===== config.mk =====
export PLATFORM = sky130hd
export DESIGN_NAME = mon_commit_serializer_flat
export DESIGN_NICKNAME = d
export VERILOG_FILES = /design/src/rtl/mon_commit_serializer_if.sv /design/src/rtl/mon_commit_serializer.sv /design/src/flat_wrapper.sv
export SDC_FILE = /design/constraint.sdc
export NUM_CORES = 1
export LEC_CHECK = 0
export BUFFER_PORTS_ARGS = -buffer_cell sky130_fd_sc_hd__buf_2
export CAP_MARGIN = 20
export CORE_AREA = 3 3 358 360
export DETAILED_ROUTE_END_ITERATION = 12
export DIE_AREA = 0 0 361 363
export HOLD_SLACK_MARGIN = 0.1
export PLACE_DENSITY_LB_ADDON = 0.3
export SLEW_MARGIN = 20
export SYNTH_ARGS = -nofsm -noshare
export SYNTH_HDL_FRONTEND = slang
export SYNTH_SLANG_ARGS = --single-unit

===== constraint.sdc =====
create_clock -name clk -period 16.93 [get_ports clk]
set_clock_uncertainty 0.05 [all_clocks]
set_input_delay 1.693 -clock clk [delete_from_list [all_inputs] [get_ports clk]]
set_output_delay 1.693 -clock clk [all_outputs]
set_load 0.05 [all_outputs]

===== src/rtl/mon_commit_serializer_if.sv =====
// Commit-stream handshake bundle: multi-lane retire side in, single-record monitor side out.
interface mon_commit_serializer_if #(
  parameter int CHANNELS  = 2,
  parameter int PAYLOAD_W = 32
);
  logic [CHANNELS-1:0]           in_valid;
  logic [CHANNELS*64-1:0]        in_order;
  logic [CHANNELS*PAYLOAD_W-1:0] in_payload;
  logic                          in_ready;
  logic                          out_valid;
  logic [63:0]                   out_order;
  logic [PAYLOAD_W-1:0]          out_payload;
  logic                          out_ready;

  // Serializer side: takes retire lanes, drives the monitor stream.
  modport slave (
    input  in_valid, in_order, in_payload, out_ready,
    output in_ready, out_valid, out_order, out_payload
  );

  // Environment side: ROB retire producer plus monitor consumer.
  modport master (
    output in_valid, in_order, in_payload, out_ready,
    input  in_ready, out_valid, out_order, out_payload
  );
endinterface


===== src/rtl/mon_commit_serializer.sv =====
// Compacts up to CHANNELS retire records per cycle into a FIFO and replays
// them one per cycle to the monitor, flagging any gap in the emitted order.
module mon_commit_serializer #(
  parameter int CHANNELS  = 2,
  parameter int DEPTH     = 8,
  parameter int PAYLOAD_W = 32
) (
  input  logic                     clk,
  input  logic                     rst_n,
  mon_commit_serializer_if.slave   bus,
  output logic [$clog2(DEPTH):0]   count,
  output logic                     order_error
);
  localparam int AW = $clog2(DEPTH);
  localparam int CW = AW + 1;

  logic [63:0]          r_ord_mem [DEPTH];
  logic [PAYLOAD_W-1:0] r_pay_mem [DEPTH];

  logic [AW-1:0] r_wr_ptr;
  logic [AW-1:0] r_rd_ptr;
  logic [CW-1:0] r_count;
  logic          r_seen_first;
  logic [63:0]   r_expected;
  logic          r_order_error;

  logic [AW-1:0] w_slot [CHANNELS];
  logic [CW-1:0] w_npush;
  logic          w_in_ready;
  logic          w_out_valid;
  logic          w_push;
  logic          w_pop;
  logic [63:0]   w_head_order;

  // Destination slot per lane: wr_ptr plus the number of valid lanes below it.
  always_comb begin
    w_npush = '0;
    for (int i = 0; i < CHANNELS; i++) begin
      w_slot[i] = r_wr_ptr + w_npush[AW-1:0];
      if (bus.in_valid[i]) w_npush = w_npush + CW'(1);
    end
  end

  // Space check uses registered count only, so out_ready never reaches in_ready.
  assign w_in_ready   = (r_count <= CW'(DEPTH - CHANNELS));
  assign w_out_valid  = (r_count != '0);
  assign w_push       = w_in_ready && (|bus.in_valid);
  assign w_pop        = w_out_valid && bus.out_ready;
  assign w_head_order = r_ord_mem[r_rd_ptr];

  assign bus.in_ready    = w_in_ready;
  assign bus.out_valid   = w_out_valid;
  assign bus.out_order   = w_out_valid ? w_head_order : '0;
  assign bus.out_payload = w_out_valid ? r_pay_mem[r_rd_ptr] : '0;
  assign count           = r_count;
  assign order_error     = r_order_error;

  // Record storage; deliberately not reset, occupancy is tracked by count.
  always_ff @(posedge clk) begin
    for (int i = 0; i < CHANNELS; i++) begin
      if (w_push && bus.in_valid[i]) begin
        r_ord_mem[w_slot[i]] <= bus.in_order[64*i +: 64];
        r_pay_mem[w_slot[i]] <= bus.in_payload[PAYLOAD_W*i +: PAYLOAD_W];
      end
    end
  end

  // Pointers and occupancy; full/empty come from count, pointers just wrap.
  always_ff @(posedge clk or negedge rst_n) begin
    if (!rst_n) begin
      r_wr_ptr <= '0;
      r_rd_ptr <= '0;
      r_count  <= '0;
    end else begin
      if (w_push) r_wr_ptr <= r_wr_ptr + w_npush[AW-1:0];
      if (w_pop)  r_rd_ptr <= r_rd_ptr + AW'(1);
      r_count <= r_count + (w_push ? w_npush : CW'(0)) - (w_pop ? CW'(1) : CW'(0));
    end
  end

  // Contiguity checker on the emitted stream; the first pop only seeds expected.
  always_ff @(posedge clk or negedge rst_n) begin
    if (!rst_n) begin
      r_seen_first  <= 1'b0;
      r_expected    <= '0;
      r_order_error <= 1'b0;
    end else if (w_pop) begin
      r_seen_first <= 1'b1;
      r_expected   <= w_head_order + 64'd1;
      if (r_seen_first && (w_head_order != r_expected)) r_order_error <= 1'b1;
    end
  end
endmodule


===== src/flat_wrapper.sv =====
// flat-port wrapper written by rule: the top's interface ports become plain ports
module mon_commit_serializer_flat 
#(
  parameter int CHANNELS  = 2,
  parameter int DEPTH     = 8,
  parameter int PAYLOAD_W = 32
)
  (clk, rst_n, count, order_error, bus_in_valid, bus_in_order, bus_in_payload, bus_out_ready, bus_in_ready, bus_out_valid, bus_out_order, bus_out_payload);
  mon_commit_serializer_if #(.CHANNELS(CHANNELS), .PAYLOAD_W(PAYLOAD_W)) bus_i ();
  input  logic clk;
  input  logic rst_n;
  output logic [$clog2(DEPTH):0] count;
  output logic order_error;
  input wire logic [$bits(bus_i.in_valid)-1:0] bus_in_valid;
  input wire logic [$bits(bus_i.in_order)-1:0] bus_in_order;
  input wire logic [$bits(bus_i.in_payload)-1:0] bus_in_payload;
  input wire logic [$bits(bus_i.out_ready)-1:0] bus_out_ready;
  output wire logic [$bits(bus_i.in_ready)-1:0] bus_in_ready;
  output wire logic [$bits(bus_i.out_valid)-1:0] bus_out_valid;
  output wire logic [$bits(bus_i.out_order)-1:0] bus_out_order;
  output wire logic [$bits(bus_i.out_payload)-1:0] bus_out_payload;
  assign bus_i.in_valid = bus_in_valid;
  assign bus_i.in_order = bus_in_order;
  assign bus_i.in_payload = bus_in_payload;
  assign bus_i.out_ready = bus_out_ready;
  assign bus_in_ready = bus_i.in_ready;
  assign bus_out_valid = bus_i.out_valid;
  assign bus_out_order = bus_i.out_order;
  assign bus_out_payload = bus_i.out_payload;
  mon_commit_serializer #(.CHANNELS(CHANNELS), .DEPTH(DEPTH), .PAYLOAD_W(PAYLOAD_W)) u_core (.clk(clk), .rst_n(rst_n), .bus(bus_i), .count(count), .order_error(order_error));
endmodule

=== After elaboration in Yosys (flattened, before gate mapping) ===
Memories as Yosys holds them, arrays and structs flattened.
Cells that the tools add are included.

* Memories: 2
* Memory bits (writable): 768
* Bits of input ports: 197
* Output and inout port bits: 103
* Word-level logic and storage cells: 35
* Bits in registers: 76

* Magnitude comparators: 1
* $add $sub $neg: 7
* Reduce and logical (&&, ||, !) cells: 8
* Multiplexer cells: 10
* Equality and inequality tests: 1

{| class="wikitable"
|+ Memory list
! name !! words !! width !! rd ports !! clocked after Yosys merged registers in !! wr ports !! line !! source
|-
| u_core.r_ord_mem || 8 || 64 || 1 || 0 || 2 || mon_commit_serializer.sv:17 || <nowiki>logic [63:0] r_ord_mem [DEPTH];</nowiki>
|-
| u_core.r_pay_mem || 8 || 32 || 1 || 0 || 2 || mon_commit_serializer.sv:18 || <nowiki>logic [PAYLOAD_W-1:0] r_pay_mem [DEPTH];</nowiki>
|}

{| class="wikitable"
|+ Operator list
! cell !! count
|-
| adder 64 x 1 -> 64 bit, second input constant || 1
|-
| two-way mux 64 bit || 1
|-
| inequality test 64 bit || 1
|-
| two-way mux 32 bit || 1
|-
| two-way mux 4 bit || 2
|-
| two-way mux 1 bit || 6
|-
| logical AND 1 bit || 5
|-
| adder 4 bit || 1
|-
| <= comparator 4 x 3 -> 1 bit, second input constant || 1
|-
| nonzero test 4 bit || 1
|-
| subtractor 4 bit || 1
|-
| adder 3 x 1 -> 3 bit || 1
|-
| adder 3 x 1 -> 3 bit, second input constant || 1
|-
| adder 3 bit || 1
|-
| adder 1 x 1 -> 2 bit, second input constant || 1
|-
| AND reduction 2 bit || 1
|-
| OR reduction 2 bit || 1
|}

=== Longest topological paths before layout ===
* Depth after elaboration: 6
* Gate-level depth with buffers: 15

=== Worst setup path before layout ===
OpenSTA, ideal clock, no wires.

* Path type: register to register
* Start point: register u_core.r_count[3] (netlist: u_core.count[3])
* End point: memory u_core.r_ord_mem[2][0] (enable)
* Library setup time: 0.693 ns
* Path slack: 6.543 ns
* Arrival: 9.644 ns
* Stages on the path, launching flop included: 9
* Buffers on the path: 1
* Period minus slack after synthesis: 10.387 ns
* Cell sequence: dfrtp_1 inv_1 ha_1 nand2_1 mux2i_1 nor2b_1 clkbuf_1 nand3_1 o31ai_1

{| class="wikitable"
|+ RTL lines
! what !! line !! source
|-
| from (decl) || mon_commit_serializer.sv:22 || <nowiki>logic [CW-1:0] r_count;</nowiki>
|-
| from (signal assigned) || mon_commit_serializer.sv:77 || <nowiki>r_count <= r_count + (w_push ? w_npush : CW'(0)) - (w_pop ? CW'(1) : CW'(0));</nowiki>
|-
| to (decl) || mon_commit_serializer.sv:17 ||
|}

=== Worst setup path after layout ===
* Start point: register u_core.r_rd_ptr[0]
* End point: output bus_out_order[15]

* Longest elaborated chain between the ends: 2

{| class="wikitable"
|+ Ends and longest elaborated chain
! what !! line !! source
|-
| from (decl) || mon_commit_serializer.sv:21 || <nowiki>logic [AW-1:0] r_rd_ptr;</nowiki>
|-
| from (signal assigned) || mon_commit_serializer.sv:76 || <nowiki>if (w_pop) r_rd_ptr <= r_rd_ptr + AW'(1);</nowiki>
|-
| memory read (8 x 64 bit) || n/a ||
|-
| two-way mux 64 bit || mon_commit_serializer.sv:53 || <nowiki>assign bus.out_order = w_out_valid ? w_head_order : '0;</nowiki>
|-
| to (decl) || flat_wrapper.sv:20 || <nowiki>output wire logic [$bits(bus_i.out_order)-1:0] bus_out_order;</nowiki>
|}

No other way between the ends.

==> flow_metrics.env <==
export IMPL_synth_warnings=0
export IMPL_layout_min_cycle_time_ps=6320
export IMPL_design_power_total_mw=9.31
export IMPL_cap_violations=0
export IMPL_cts_max_level=3
export IMPL_post_synth_inst_count=2722
export IMPL_die_width_um=361
export IMPL_worst_setup_path_start_kind="flip-flop"
export IMPL_first_pass_iters=5
export IMPL_p_int_mw=5.41
export IMPL_worstHoldPathType="flip-flop to flip-flop"
export IMPL_synth_nets=2935
export IMPL_grt_start_max_net_pins=147
export IMPL_numPortBuffers=299
export IMPL_antenna_left=0
export IMPL_power_leakage_nw=17.4
export IMPL_antenna_found_initial=43
export IMPL_hold_buffer_count_at_cts=0
export IMPL_clock_sink_count=844
export IMPL_layout_filler_cells=11600
export IMPL_routed_wire_length_per_instance_um=28.1
export IMPL_initial_core_util=0.349
export IMPL_cts_root_to_sink_buffers=3
export IMPL_tritoncts="built"
export IMPL_final_common_cell="sky130_fd_sc_hd__mux2_2"
export IMPL_main_combinational_cell_family_by_area_after_synthesis="multiplexers"
export IMPL_async_reset_ff_frac=0.0900
export IMPL_ys_dominant_reg_cell="sky130_fd_sc_hd__edfxtp_1"
export IMPL_setup_tns_ps=0
export IMPL_synthAdderAreaFrac=0.00491
export IMPL_num_rows=130
export IMPL_hold_viol_final=0
export IMPL_number_of_nets_in_the_finished_design=3220
export IMPL_most_common_layout_cells="sky130_fd_sc_hd__mux2_2, sky130_fd_sc_hd__edfxtp_1, sky130_fd_sc_hd__buf_2"
export IMPL_pwr_density_cell_nw_per_um2=185
export IMPL_power_net_switching_mw=3.90
export IMPL_crit_path_max_fanout=72
export IMPL_drive_above_1_share=0.483
export IMPL_hold_ws_ps=420
export IMPL_finalWirelength_um=134000
export IMPL_root_driver="sky130_fd_sc_hd__clkbuf_16"
export IMPL_grt_util_all_layers=0.201
export IMPL_global_route_overflow=0
export IMPL_hpwl_um=75900
export IMPL_drt_initial_drc_count=1933
export IMPL_synth_simple_area_share=0.0443
export IMPL_synth_edf_count=768
export IMPL_drcViolationCount=0
export IMPL_die_height_um=363
export IMPL_crit_type="flip-flop to output port"
export IMPL_coreArea_sq_um=125000
export IMPL_worst_ep_required_time_ps=15190
export IMPL_cts_buffers_inserted=97
export IMPL_yosys_area_share_xor_xnor=0.0206
export IMPL_slew_viol_final=0
export IMPL_syn_area_sq_um=43800
export IMPL_first_global_vias=27000
export IMPL_relSlewSlack=0.239
export IMPL_postSynthRegisterBits=844
export IMPL_total_number_of_vias=25800
export IMPL_clkPwrFrac=0.223
export IMPL_max_freq_mhz=158
export IMPL_clkSlewWorstSetupHoldPaths_ps=60
export IMPL_worstSetupEndpointType="output port"
export IMPL_min_delay_worst_endpoint="u_core.r_seen_first"
export IMPL_seq_area_frac_synth=0.570
export IMPL_worst_r2r_path_depth=9
export IMPL_ir_worst_vdd_mv=0.132
export IMPL_regToRegEndpoint="u_core.r_expected[59]"
export IMPL_r2r_slack_ps=11430
export IMPL_setup_viol_count_final=0
export IMPL_post_cts_resize_count=0
export IMPL_outcome="completed"
export IMPL_layout_area_overhead_vs_synth_pct=15.0
export IMPL_synth_avg_cell_area_sq_um=16.1
export IMPL_worstSkewPairLatency_ps=680
export IMPL_timing_hold_worst_start="u_core.r_seen_first"
export IMPL_timing_hold_worst_path_depth=1
export IMPL_yosysUniqueCellTypes=65
export IMPL_mean_number_of_vias_per_cell=5.42
export IMPL_tightestPinTransition_ps=1140
export IMPL_synth_compound_gate_area_share=0.0155
export IMPL_io_pin_count=300
export IMPL_rsz0062_at_grt="no"
export IMPL_gp_routability_congestion=0.788
export IMPL_post_synth_mux_area_share=0.321
export IMPL_power_share_switching=0.419
export IMPL_worst_ep_arrival_time_ps=4580
export IMPL_cts_setup_buffers=0
export IMPL_grt_pass1_wl_um=194000
export IMPL_final_min_period_over_clock_period=0.373
export IMPL_regToRegStartpoint="u_core.r_rd_ptr[0]"
export IMPL_power_frac_seq=0.318
export IMPL_design_die_area_sq_um=131000
export IMPL_share_comb_of_total_power=0.458
per-layer routing:
layer	track usage	part of all wire
met5	0	0.00061
met4	0.0516	0.022
met3	0.0459	0.064
met2	0.327	0.48
met1	0.273	0.44
cell usage after synthesis (4+ instances only):
cell type	count	area (sq um)
sky130_fd_sc_hd__a211o_1	5	43.8
sky130_fd_sc_hd__a21oi_1	4	20.0
sky130_fd_sc_hd__a22oi_1	8	60.1
sky130_fd_sc_hd__and3_1	7	43.8
sky130_fd_sc_hd__buf_1	39	146
sky130_fd_sc_hd__buf_12	8	160
sky130_fd_sc_hd__buf_2	19	95.1
sky130_fd_sc_hd__buf_4	15	113
sky130_fd_sc_hd__buf_6	5	56.3
sky130_fd_sc_hd__clkbuf_1	95	357
sky130_fd_sc_hd__dfrtp_1	76	1900
sky130_fd_sc_hd__edfxtp_1	768	23100
sky130_fd_sc_hd__ha_1	14	175
sky130_fd_sc_hd__inv_1	22	82.6
sky130_fd_sc_hd__mux2_2	772	8690
sky130_fd_sc_hd__mux2i_1	88	881
sky130_fd_sc_hd__mux2i_2	8	110
sky130_fd_sc_hd__mux4_1	19	499
sky130_fd_sc_hd__mux4_2	171	3850
sky130_fd_sc_hd__nand2_1	88	330
sky130_fd_sc_hd__nand2b_1	7	43.8
sky130_fd_sc_hd__nand3_1	28	140
sky130_fd_sc_hd__nand4_1	16	100
sky130_fd_sc_hd__nor2_1	132	495
sky130_fd_sc_hd__nor3_1	19	95.1
sky130_fd_sc_hd__nor3b_1	4	30.0
sky130_fd_sc_hd__nor4_1	38	238
sky130_fd_sc_hd__o21ai_0	49	245
sky130_fd_sc_hd__o31a_1	6	52.6
sky130_fd_sc_hd__o31ai_1	11	82.6
sky130_fd_sc_hd__or2_2	5	31.3
sky130_fd_sc_hd__or3_1	10	62.6
sky130_fd_sc_hd__or4_1	11	82.6
sky130_fd_sc_hd__xnor2_1	53	464
sky130_fd_sc_hd__xor2_1	50	438
critical path, cell delays in order (launching register included):
cell,delay (ps)
sky130_fd_sc_hd__dfrtp_4,1040
sky130_fd_sc_hd__buf_12,390
sky130_fd_sc_hd__buf_16,420
sky130_fd_sc_hd__mux4_2,580
sky130_fd_sc_hd__mux2i_1,720
sky130_fd_sc_hd__nor2_1,220
sky130_fd_sc_hd__buf_2,290
cell type report:
class	count	area, sq um	area share
clock buffer	121	2590	0.0515
tap	1650	2060	0.0410
multi-input combinational	1674	18000	0.357
timing repair buffer	368	2090	0.0416
sequential	844	25000	0.496
clock inverter	54	515	0.0102
inverter	22	82.6	0.00164
antenna	26	65.1	0.00129
how the worst max path moves through the flow:
stage / start / end / depth (start not counted)
after floorplan: u_core.count[3] / u_core.r_ord_mem[2][0] / 8
after global placement: bus_in_valid[0] / u_core.r_ord_mem[3][48] / 10
after CTS: u_core.r_rd_ptr[0] / bus_out_order[15] / 5
after global routing: u_core.r_rd_ptr[0] / bus_out_order[15] / 6
after detailed placement: bus_in_valid[0] / u_core.r_ord_mem[3][44] / 10
final: u_core.r_rd_ptr[0] / bus_out_order[15] / 6
power groups by stage:
stage | clock [mW] | sequential [mW] | combinational (mW)
5_1_grt | 2.21 | 3.00 | 4.53
3_5_place_dp | 0 | 3.01 | 4.30
2_1_floorplan | 0 | 3.00 | 3.01
3_3_place_gp | 0 | 3.00 | 4.28
4_1_cts | 2.13 | 2.97 | 4.32
6_report | 2.08 | 2.97 | 4.27
cell families after synthesis:
| family | Yosys count |
|---|---|
| adders and majority gates | 16 |
| muxes | 1059 |
| xor gates and xnor gates | 103 |
| buffers and inverters | 204 |
| and+or+nand+nor | 391 |
| DFF | 844 |
| AOI/OAI and AO/OA | 105 |
stage by stage:
stage	instances	util	setup WS, ps	instance area (sq um)
after floorplan	2722	-	6540	43800
after global placement	4556	0.376	10930	47100
after detailed placement	4557	0.376	10950	47100
after CTS	4732	0.401	10520	50200
after global routing	4740	0.401	10190	50300
final	4759	0.401	10610	50300
registers in the layout, indices dropped and copies added, names as in the netlist:
name	count
u_core.r_expected	64
u_core.r_ord_mem	512
u_core.r_pay_mem	256
u_core.count	4
u_core.r_wr_ptr	3
u_core.r_rd_ptr	3
u_core.order_error	1
u_core.r_seen_first	1
(Power assumes the default switching activity.)
